`src/rtl/muldiv_pkg.sv`:
```
// Shared constants for the HI/LO multiply/divide sequencer.
package muldiv_pkg;

  typedef logic [1:0] state_t;

  // Sequencer states
  localparam state_t IDLE   = 2'd0;
  localparam state_t MUL    = 2'd1;
  localparam state_t DIV    = 2'd2;
  localparam state_t DIVFIX = 2'd3;

  // Bit positions inside the two-bit op fields
  localparam int SIGNED_BIT   = 1;
  localparam int UNSIGNED_BIT = 0;
  localparam int HI_BIT       = 1;
  localparam int LO_BIT       = 0;

  // Restoring-division iterations, tied to the 32-bit operand width
  localparam int DIV_ITER = 32;
  localparam int DATA_W   = 32;

endpackage

```
`src/rtl/muldiv_div_core.sv`:
```
// Radix-2 restoring divider datapath: one quotient bit per enabled step.
import muldiv_pkg::*;

module div_radix2_core #(
  parameter int DATA_W = 32,
  parameter int ITER   = 32
) (
  input  logic              clk,
  input  logic              reset,
  input  logic              start,
  input  logic              clear,
  input  logic              step,
  input  logic [DATA_W-1:0] dividend,
  input  logic [DATA_W-1:0] divisor,
  output logic              done_iter,
  output logic [DATA_W-1:0] rem,
  output logic [DATA_W-1:0] quo
);

  logic [DATA_W-1:0] dvs;
  logic [31:0]       count;
  logic [DATA_W:0]   rem_shift;
  logic [DATA_W:0]   diff;

  // Trial subtraction of the divisor from the shifted partial remainder
  always_comb begin
    rem_shift = {rem, quo[DATA_W-1]};
    diff      = rem_shift - {1'b0, dvs};
  end

  // Asserted while the final iteration is being performed
  assign done_iter = (count == 32'(ITER - 1));

  // Load operands on start, otherwise advance one restoring step per enable
  always_ff @(posedge clk) begin
    if (reset) begin
      rem   <= '0;
      quo   <= '0;
      dvs   <= '0;
      count <= '0;
    end else if (clear) begin
      count <= '0;
    end else if (start) begin
      rem   <= '0;
      quo   <= dividend;
      dvs   <= divisor;
      count <= '0;
    end else if (step) begin
      if (!diff[DATA_W]) begin
        rem <= diff[DATA_W-1:0];
        quo <= {quo[DATA_W-2:0], 1'b1};
      end else begin
        rem <= rem_shift[DATA_W-1:0];
        quo <= {quo[DATA_W-2:0], 1'b0};
      end
      count <= count + 32'd1;
    end
  end

endmodule

```
`src/rtl/muldiv_ctrl.sv`:
```
// HI/LO owner and sequencer for MULT/MULTU/DIV/DIVU/MTHI/MTLO, with the
// pipeline stalls and the divide-done pulse.
import muldiv_pkg::*;

module muldiv_ctrl #(
  parameter int MUL_LAT = 1
) (
  input  logic        clk,
  input  logic        reset,
  input  logic        issue_valid,
  input  logic [1:0]  mult_op,
  input  logic [1:0]  div_op,
  input  logic [1:0]  mthl_op,
  input  logic [31:0] src_a,
  input  logic [31:0] src_b,
  input  logic [1:0]  mfhl_de,
  input  logic        cancel,
  output logic [31:0] hi,
  output logic [31:0] lo,
  output logic        busy,
  output logic        issue_stall,
  output logic        mfhl_stall,
  output logic        div_done
);

  // Magnitude of a possibly signed operand
  function automatic logic [31:0] mag(input logic [31:0] v, input logic signed_op);
    return (signed_op && v[31]) ? -v : v;
  endfunction

  // Two's-complement negation when requested
  function automatic logic [31:0] cond_neg(input logic [31:0] v, input logic neg);
    return neg ? -v : v;
  endfunction

  state_t             state;
  logic               req_mul, req_div, req_mthl;
  logic               accept, acc_div, acc_mul, acc_mthl;
  logic               div_signed;
  logic [31:0]        op_a, op_b;
  logic               mul_signed;
  logic               sign_a, sign_b;
  logic [2:0]         mul_cnt;
  logic signed [63:0] mul_a_ext, mul_b_ext, prod;
  logic               done_iter;
  logic [31:0]        rem, quo;
  logic [31:0]        rem_fix, quo_fix;

  // Request decode with div > mult > mthl priority
  always_comb begin
    req_mul    = mult_op[SIGNED_BIT] | mult_op[UNSIGNED_BIT];
    req_div    = div_op[SIGNED_BIT] | div_op[UNSIGNED_BIT];
    req_mthl   = mthl_op[HI_BIT] | mthl_op[LO_BIT];
    div_signed = div_op[SIGNED_BIT];
    accept     = (state == IDLE) & issue_valid & ~cancel;
    acc_div    = accept & req_div;
    acc_mul    = accept & ~req_div & req_mul;
    acc_mthl   = accept & ~req_div & ~req_mul & req_mthl;
  end

  // Full 64-bit product from the latched operands
  always_comb begin
    mul_a_ext = mul_signed ? {{32{op_a[31]}}, op_a} : {32'b0, op_a};
    mul_b_ext = mul_signed ? {{32{op_b[31]}}, op_b} : {32'b0, op_b};
    prod      = mul_a_ext * mul_b_ext;
  end

  // Sign restoration: quotient sign is the XOR, remainder follows dividend
  always_comb begin
    quo_fix = cond_neg(quo, sign_a ^ sign_b);
    rem_fix = cond_neg(rem, sign_a);
  end

  div_radix2_core #(
    .DATA_W (DATA_W),
    .ITER   (DIV_ITER)
  ) u_div (
    .clk       (clk),
    .reset     (reset),
    .start     (acc_div),
    .clear     (cancel),
    .step      ((state == DIV) & ~cancel),
    .dividend  (mag(src_a, div_signed)),
    .divisor   (mag(src_b, div_signed)),
    .done_iter (done_iter),
    .rem       (rem),
    .quo       (quo)
  );

  // Sequencer state, latched operands and the architectural HI/LO
  always_ff @(posedge clk) begin
    if (reset) begin
      state      <= IDLE;
      hi         <= '0;
      lo         <= '0;
      op_a       <= '0;
      op_b       <= '0;
      mul_signed <= 1'b0;
      sign_a     <= 1'b0;
      sign_b     <= 1'b0;
      mul_cnt    <= '0;
    end else if (cancel) begin
      state   <= IDLE;
      mul_cnt <= '0;
    end else begin
      case (state)
        IDLE: begin
          if (acc_div) begin
            sign_a <= div_signed & src_a[31];
            sign_b <= div_signed & src_b[31];
            state  <= DIV;
          end else if (acc_mul) begin
            op_a       <= src_a;
            op_b       <= src_b;
            mul_signed <= mult_op[SIGNED_BIT];
            mul_cnt    <= '0;
            state      <= MUL;
          end else if (acc_mthl) begin
            if (mthl_op[HI_BIT]) hi <= src_a;
            if (mthl_op[LO_BIT]) lo <= src_a;
          end
        end
        MUL: begin
          if (mul_cnt == 3'(MUL_LAT - 1)) begin
            hi    <= prod[63:32];
            lo    <= prod[31:0];
            state <= IDLE;
          end else begin
            mul_cnt <= mul_cnt + 3'd1;
          end
        end
        DIV: begin
          if (done_iter) state <= DIVFIX;
        end
        default: begin
          hi    <= rem_fix;
          lo    <= quo_fix;
          state <= IDLE;
        end
      endcase
    end
  end

  // Status and stall outputs
  always_comb begin
    busy        = (state != IDLE);
    issue_stall = issue_valid & (req_mul | req_div | req_mthl) & (state != IDLE);
    mfhl_stall  = (|mfhl_de) & busy;
    div_done    = (state == DIVFIX) & ~cancel;
  end

endmodule

```
`config.mk`:
```
export PLATFORM = sky130hd
export DESIGN_NAME = muldiv_ctrl
export DESIGN_NICKNAME = d
export VERILOG_FILES = /design/src/rtl/muldiv_pkg.sv /design/src/rtl/muldiv_div_core.sv /design/src/rtl/muldiv_ctrl.sv
export SDC_FILE = /design/constraint.sdc
export NUM_CORES = 2
export LEC_CHECK = 0
export ABC_CLOCK_PERIOD_IN_PS = 17900
export BUFFER_PORTS_ARGS = -buffer_cell sky130_fd_sc_hd__buf_2
export CORE_ASPECT_RATIO = 1.2
export CORE_MARGIN = 8
export CORE_UTILIZATION = 35
export CTS_CLUSTER_SIZE = 28
export DETAILED_ROUTE_END_ITERATION = 6
export PLACE_DENSITY = 0.6
export SYNTH_ARGS = -nofsm -noshare
export SYNTH_HDL_FRONTEND = slang
export SYNTH_SLANG_ARGS = --single-unit
```
`constraint.sdc`:
```
create_clock -name clk -period 17.9 [get_ports clk]
set_clock_uncertainty 0.05 [all_clocks]
set_input_delay 2.685 -clock clk [delete_from_list [all_inputs] [get_ports clk]]
set_output_delay 2.685 -clock clk [all_outputs]
set_load 0.02 [all_outputs]
```
Word-level counts from Yosys, hierarchy flattened
Index checks and enable logic that the tools add are counted.
{"block": "classes", "n_reduce_logical": 18, "bitwise": 25, "mux": 33, "eq_ne": 14, "mul": 1, "add_sub_neg": 7}
{"operator": "$mux W32", "count": 19}
{"operator": "$pmux W32 S3", "count": 2}
{"operator": "$mux W64", "count": 2}
{"operator": "$neg A32 Y32", "count": 4}
{"operator": "$mul A64 B64 Y64", "count": 1}
{"operator": "$sub A33 B32 Y33", "count": 1}
{"operator": "$add A32 B1 Y32 const B", "count": 1}
{"operator": "$eq A32 B5 Y1 const B", "count": 1}
{"operator": "$ne A2 B2 Y1 const B", "count": 9}
{"operator": "$and A1 B1 Y1", "count": 14}
{"operator": "$reduce_and A7 Y1", "count": 2}
{"operator": "$mux W3", "count": 3}
{"operator": "$mux W2", "count": 4}
{"operator": "$reduce_and A4 Y1", "count": 2}
{"operator": "$pmux W2 S3", "count": 1}
{"operator": "$pmux W3 S2", "count": 1}
{"operator": "$reduce_and A3 Y1", "count": 2}
{"operator": "$reduce_bool A2 Y1", "count": 3}
{"operator": "$not A1 Y1", "count": 5}
{"operator": "$or A1 B1 Y1", "count": 5}
{"operator": "$eq A2 B2 Y1 const B", "count": 2}
{"operator": "$reduce_and A2 Y1", "count": 2}
{"operator": "$reduce_or A2 Y1", "count": 2}
{"operator": "$add A3 B1 Y3 const B", "count": 1}
{"operator": "8 further kinds", "count": 9}
{"block": "word_totals", "out_inout_bits": 68, "ff_bits": 264, "word_cells": 111}

Depth between registers and ports, before layout
{"block": "logic_depth", "depth_word": 10, "mapped_depth": 36}

By module
From an unflattened synthesis, not the netlist that was laid out.
{"block": "unflattened", "hier_cells": 7210, "hier_area_um2": 64256.6}
{"mod": "muldiv_ctrl", "area_per_inst_um2": 57126.0, "cells_each": 6326, "n_inst": 1}
{"mod": "div_radix2_core", "area_per_inst_um2": 7130.6, "cells_each": 884, "n_inst": 1}

Worst setup path after synthesis
Ideal clock, no wire load.
{"block": "synth_path", "kind": "reg2reg", "startpoint": "register op_a[31]", "endpoint": "register hi[24]", "t_required_ns": 17.759, "arrival_ns": 9.001, "path_stages_with_launch": 30, "period_less_slack_ns": 9.141, "path_buffers": 3, "setup_slack_ns": 8.759, "path_cell_list": "dfxtp_1 -> and2_1 -> clkbuf_1 -> clkbuf_1 -> nand2_1 -> inv_1 -> fa_1 -> inv_1 -> fa_1 -> inv_1 -> fa_1 -> inv_1 -> fa_1 -> inv_1 -> fa_1 -> fa_1 -> fa_1 -> fa_1 -> fa_1 -> inv_1 -> fa_1 -> inv_1 -> ha_1 -> clkbuf_1 -> nand3_1 -> nor4_1 -> a41oi_1 -> a32o_1 -> or4_1 -> a311oi_1"}
{"block": "synth_via", "elab_chain_cells": 4}
{"item": "start: declaration", "line_no": "muldiv_ctrl.sv:40", "rtl": "logic [31:0] op_a, op_b;"}
{"item": "start signal: assignment", "line_no": "muldiv_ctrl.sv:113", "rtl": "op_a <= src_a;"}
{"item": "$mux W64", "line_no": "muldiv_ctrl.sv:63", "rtl": "mul_a_ext = mul_signed ? {{32{op_a[31]}}, op_a} : {32'b0, op_a};"}
{"item": "$mul A64 B64 Y64", "line_no": "muldiv_ctrl.sv:65", "rtl": "prod = mul_a_ext * mul_b_ext;"}
{"item": "$mux W32", "line_no": "muldiv_ctrl.sv:124", "rtl": "if (mul_cnt == 3'(MUL_LAT - 1)) begin"}
{"item": "$pmux W32 S3", "line_no": "muldiv_ctrl.sv:106", "rtl": "case (state)"}
{"item": "end signal: assignment", "line_no": "muldiv_ctrl.sv:119", "rtl": "if (mthl_op[HI_BIT]) hi <= src_a;"}
{"item": "end signal: assignment", "line_no": "muldiv_ctrl.sv:125", "rtl": "hi <= prod[63:32];"}
{"item": "end signal: assignment", "line_no": "muldiv_ctrl.sv:136", "rtl": "hi <= rem_fix;"}
{"item": "end: declaration", "line_no": "muldiv_ctrl.sv:18", "rtl": "output logic [31:0] hi,"}
Every way passes these cells. The select of a mux whose other input is x is not followed.
A chain may end at the register's enable or synchronous reset.

Worst setup path in the final report
Same ends and word-level chain as after synthesis.

==> metrics.csv <==
stage,metric,value,unit
sta,relSlewSlack,0.205,
finish,fin_nets,8893,
yosys,netlist_instances,7103,
clock_tree,cts_hold_buf,0,
setup_path,cp-end-kind,flop,
placed_design,portBuffers,143,
yosys,synth_simple_gate_area_frac,0.152,
setup_path,crit_fanout,23,
sta,finalSetupTns,0,ps
power,powerDensity,22.7,nW/µm²
yosys,synth_most_common_cell,inv_1,
finish,post-route-util,0.375,
yosys,synth_cell_types,87,
placed_design,dp.cells,9399,
sta,tightest_slew,1160,ps
yosys,synth_xor_area_frac,0.0393,
global_route,grt_max_degree,86,
setup_path,setup.worst_path.start,op_a[31],
yosys,yosys_warnings,0,
run_status,status,"complete, no violations",
die,die_width,405,µm
yosys,synth_top_family_by_area,adder cells,
placed_design,hpwl,166000,µm
clock_tree,cts-htree-levels,1,
sta,rsz0062_at_grt,false,
die,io_pins,144,
run,maxCapViolations,0,
detailed_routing,drc,0,
yosys,synthFlopType,dfxtp_1,
sta,hold_viol,0,
sta,fin_crit,9980,ps
global_route,grt_usage,0.207,
sta,timing.hold.ws,402,ps
detailed_routing,first_pass_iters,6,
power,ir_worst_vdd,89.8,µV
yosys,synth_compound_area_frac,0.0816,
hold_path,min_from,u_div.dvs[30],
finish,final_cell_count_no_fill,9467,
clock_tree,cts.sinks,264,
yosys,ys_seq_area_frac,0.0831,
die,core-area,181000,µm²
detailed_routing,drtIter0Drc,3276,
power,p_leak,33.6,nW
setup_path,critical_path.startpoint_type,flop,
setup_path,crit_arrival,10420,ps
global_route,grt_pass1_vias,52724,
finish,syn2layout_area_growth,6.54,%
die,die_h,483,µm
clock_tree,post_cts_resized,0,
yosys,synthArstFlopShare,0,
detailed_routing,via_per_inst,5.13,
setup_path,r2r_start,op_a[31],
yosys,synth_largest_area_cell,fa_1,
clock_tree,cts_setup_buffers,0,
yosys,synth.avg_cell_area,8.95,µm²
clock_tree,clk_pin_slew,60,ps
detailed_routing,wl,201000,µm
yosys,ys_seq_elements,264,
yosys,synthMuxAreaShare,0.00429,
yosys,synthTopCellsByArea,"fa_1, inv_1, dfxtp_1",
power,power,1.54,mW
detailed_routing,ant_nets,0,
die,dieArea,196000,µm²
global_route,grt_pass1_wl,314000,µm
yosys,synth_nets,8988,
finish,drive_gt1_frac,0.0472,
yosys,synth-edff-count,0,
die,start_util,0.352,
yosys,synthTopCellsByCount,"inv_1, fa_1, nand2_1",
clock_tree,clock_path_buffers,3,
clock_tree,cts_buffers,29,
clock_tree,clock_latency,620,ps
hold_path,holdCritPathClass,reg -> reg,
detailed_routing,num_vias,48572,
global_route,grt-ovfl-total,0,
sta,max_freq,0.100,GHz
placed_design,gp_congestion,0.935,
yosys,yosysTopAreaCellShare,0.448,
detailed_routing,wl_per_cell,21.2,µm
setup_path,crit_required,18350,ps
yosys,netlist_area,63600,µm²
yosys,synthAdderAreaFrac,0.525,
sta,finalMaxSlewViolations,0,
setup_path,criticalPathCategory,reg -> reg,
clock_tree,root_buffer,clkbuf_16,
sta,post-route-period-util,0.557,
global_route,antenna_found_initial,17,
die,rows,171,
sta,setup_violations,0,
clock_tree,cts_tree,built,
## layer usage
metal / wire length, µm / GRT usage / vias up
met5: 27 / 0 / -
met3: 12600 / 0.0239 / 406
met4: 9300 / 0.0825 / 4
li1: - / - / 21270
met2: 97800 / 0.357 / 1770
met1: 81300 / 0.265 / 25122
## cell usage in the layout, fill, tap and decap left out, drive strengths merged, types with 10 or more instances in the layout
cell and n:
inv 1593, fa 1422, nand2 812, and2 636
ha 387, a21oi 277, dfxtp 264, nor2 237
buf 234, xnor2 166, o21ai 132, xor2 119
a211oi 73, nand3 46, a21o 45, nor3 43
and3 42, clkbuf 41, o31ai 30, nor4 30
o211ai 27, nand4 26, mux2i 25, a22oi 22
o21bai 20, o41ai 20, a31oi 19, nand2b 18
nor2b 18, or4 18, o21a 17, diode 16
or3 16, o22ai 12, a221oi 11, a211o 10
a311oi 10, a31o 10
## worst paths after layout
check / endpoint / slack [ps] / cells after the start
max: hi[24] / 7920 / 27
min: u_div.dvs[30] / 400 / 2
max reg2reg: hi[24] / 7920 / 27
min reg2reg: u_div.dvs[30] / 400 / 2
## flip-flops by register name, indices dropped and copies added, names as in the netlist, 2 cells and up
register / cells
u_div.count: 32
op_a: 32
u_div.quo: 32
u_div.rem: 32
mul_cnt: 3
hi: 32
lo: 32
state: 2
u_div.dvs: 32
op_b: 32
## critical path: stages (launching register included)
cell      delay, ps
dfxtp_1         310
and2_1          140
buf_4           230
nand2_1         160
inv_1           110
fa_1            700
inv_1           100
fa_1            700
inv_1           110
fa_1            910
inv_1           290
fa_1            550
inv_1            60
fa_1            530
fa_1            440
fa_1            500
fa_1            500
fa_1            540
inv_1            80
fa_1            500
inv_1            40
ha_1            420
nand3_1         200
nor4_1          360
a41oi_1         230
a32o_1          380
or4_1           500
a311oi_1        230
## logic make-up (layout without fill, tap and decap cells)
family | after synthesis | in the layout
AO/OA/AOI/OAI | 799 | 799
adder cells (fa/ha/maj) | 1813 | 1813
other | 0 | 16
buffers and inverters | 1951 | 1877
AND/OR/NAND/NOR | 1964 | 1964
multiplexers | 27 | 27
flip-flops | 264 | 264
XOR/XNOR | 285 | 285
## power by group
part	leakage (nW)	internal (mW)	total, mW	switching (mW)
Clock	0.485	0.365	0.640	0.275
Combinational	31.0	0.0890	0.282	0.193
Sequential	2.14	0.600	0.618	0.0181
Total	33.6	1.05	1.54	0.487
## stage by stage
step | setup WS, ps | cell area (µm²)
floorplan | 8760 | 63600
global placement | 8010 | 66700
detailed placement | 7920 | 66700
CTS | 7920 | 67700
global route | 7400 | 67700
finish | 7920 | 67700
## final cells by class
cell class,count,area (µm²)
clock buffer,41,821
timing repair buffer,234,1410
tap,2422,3030
inverter,1591,5970
multi-input combinational,4888,51000
clock inverter,11,159
sequential,264,5310
fill,18436,113000
antenna,16,40.0
(Power assumes the default switching activity.)
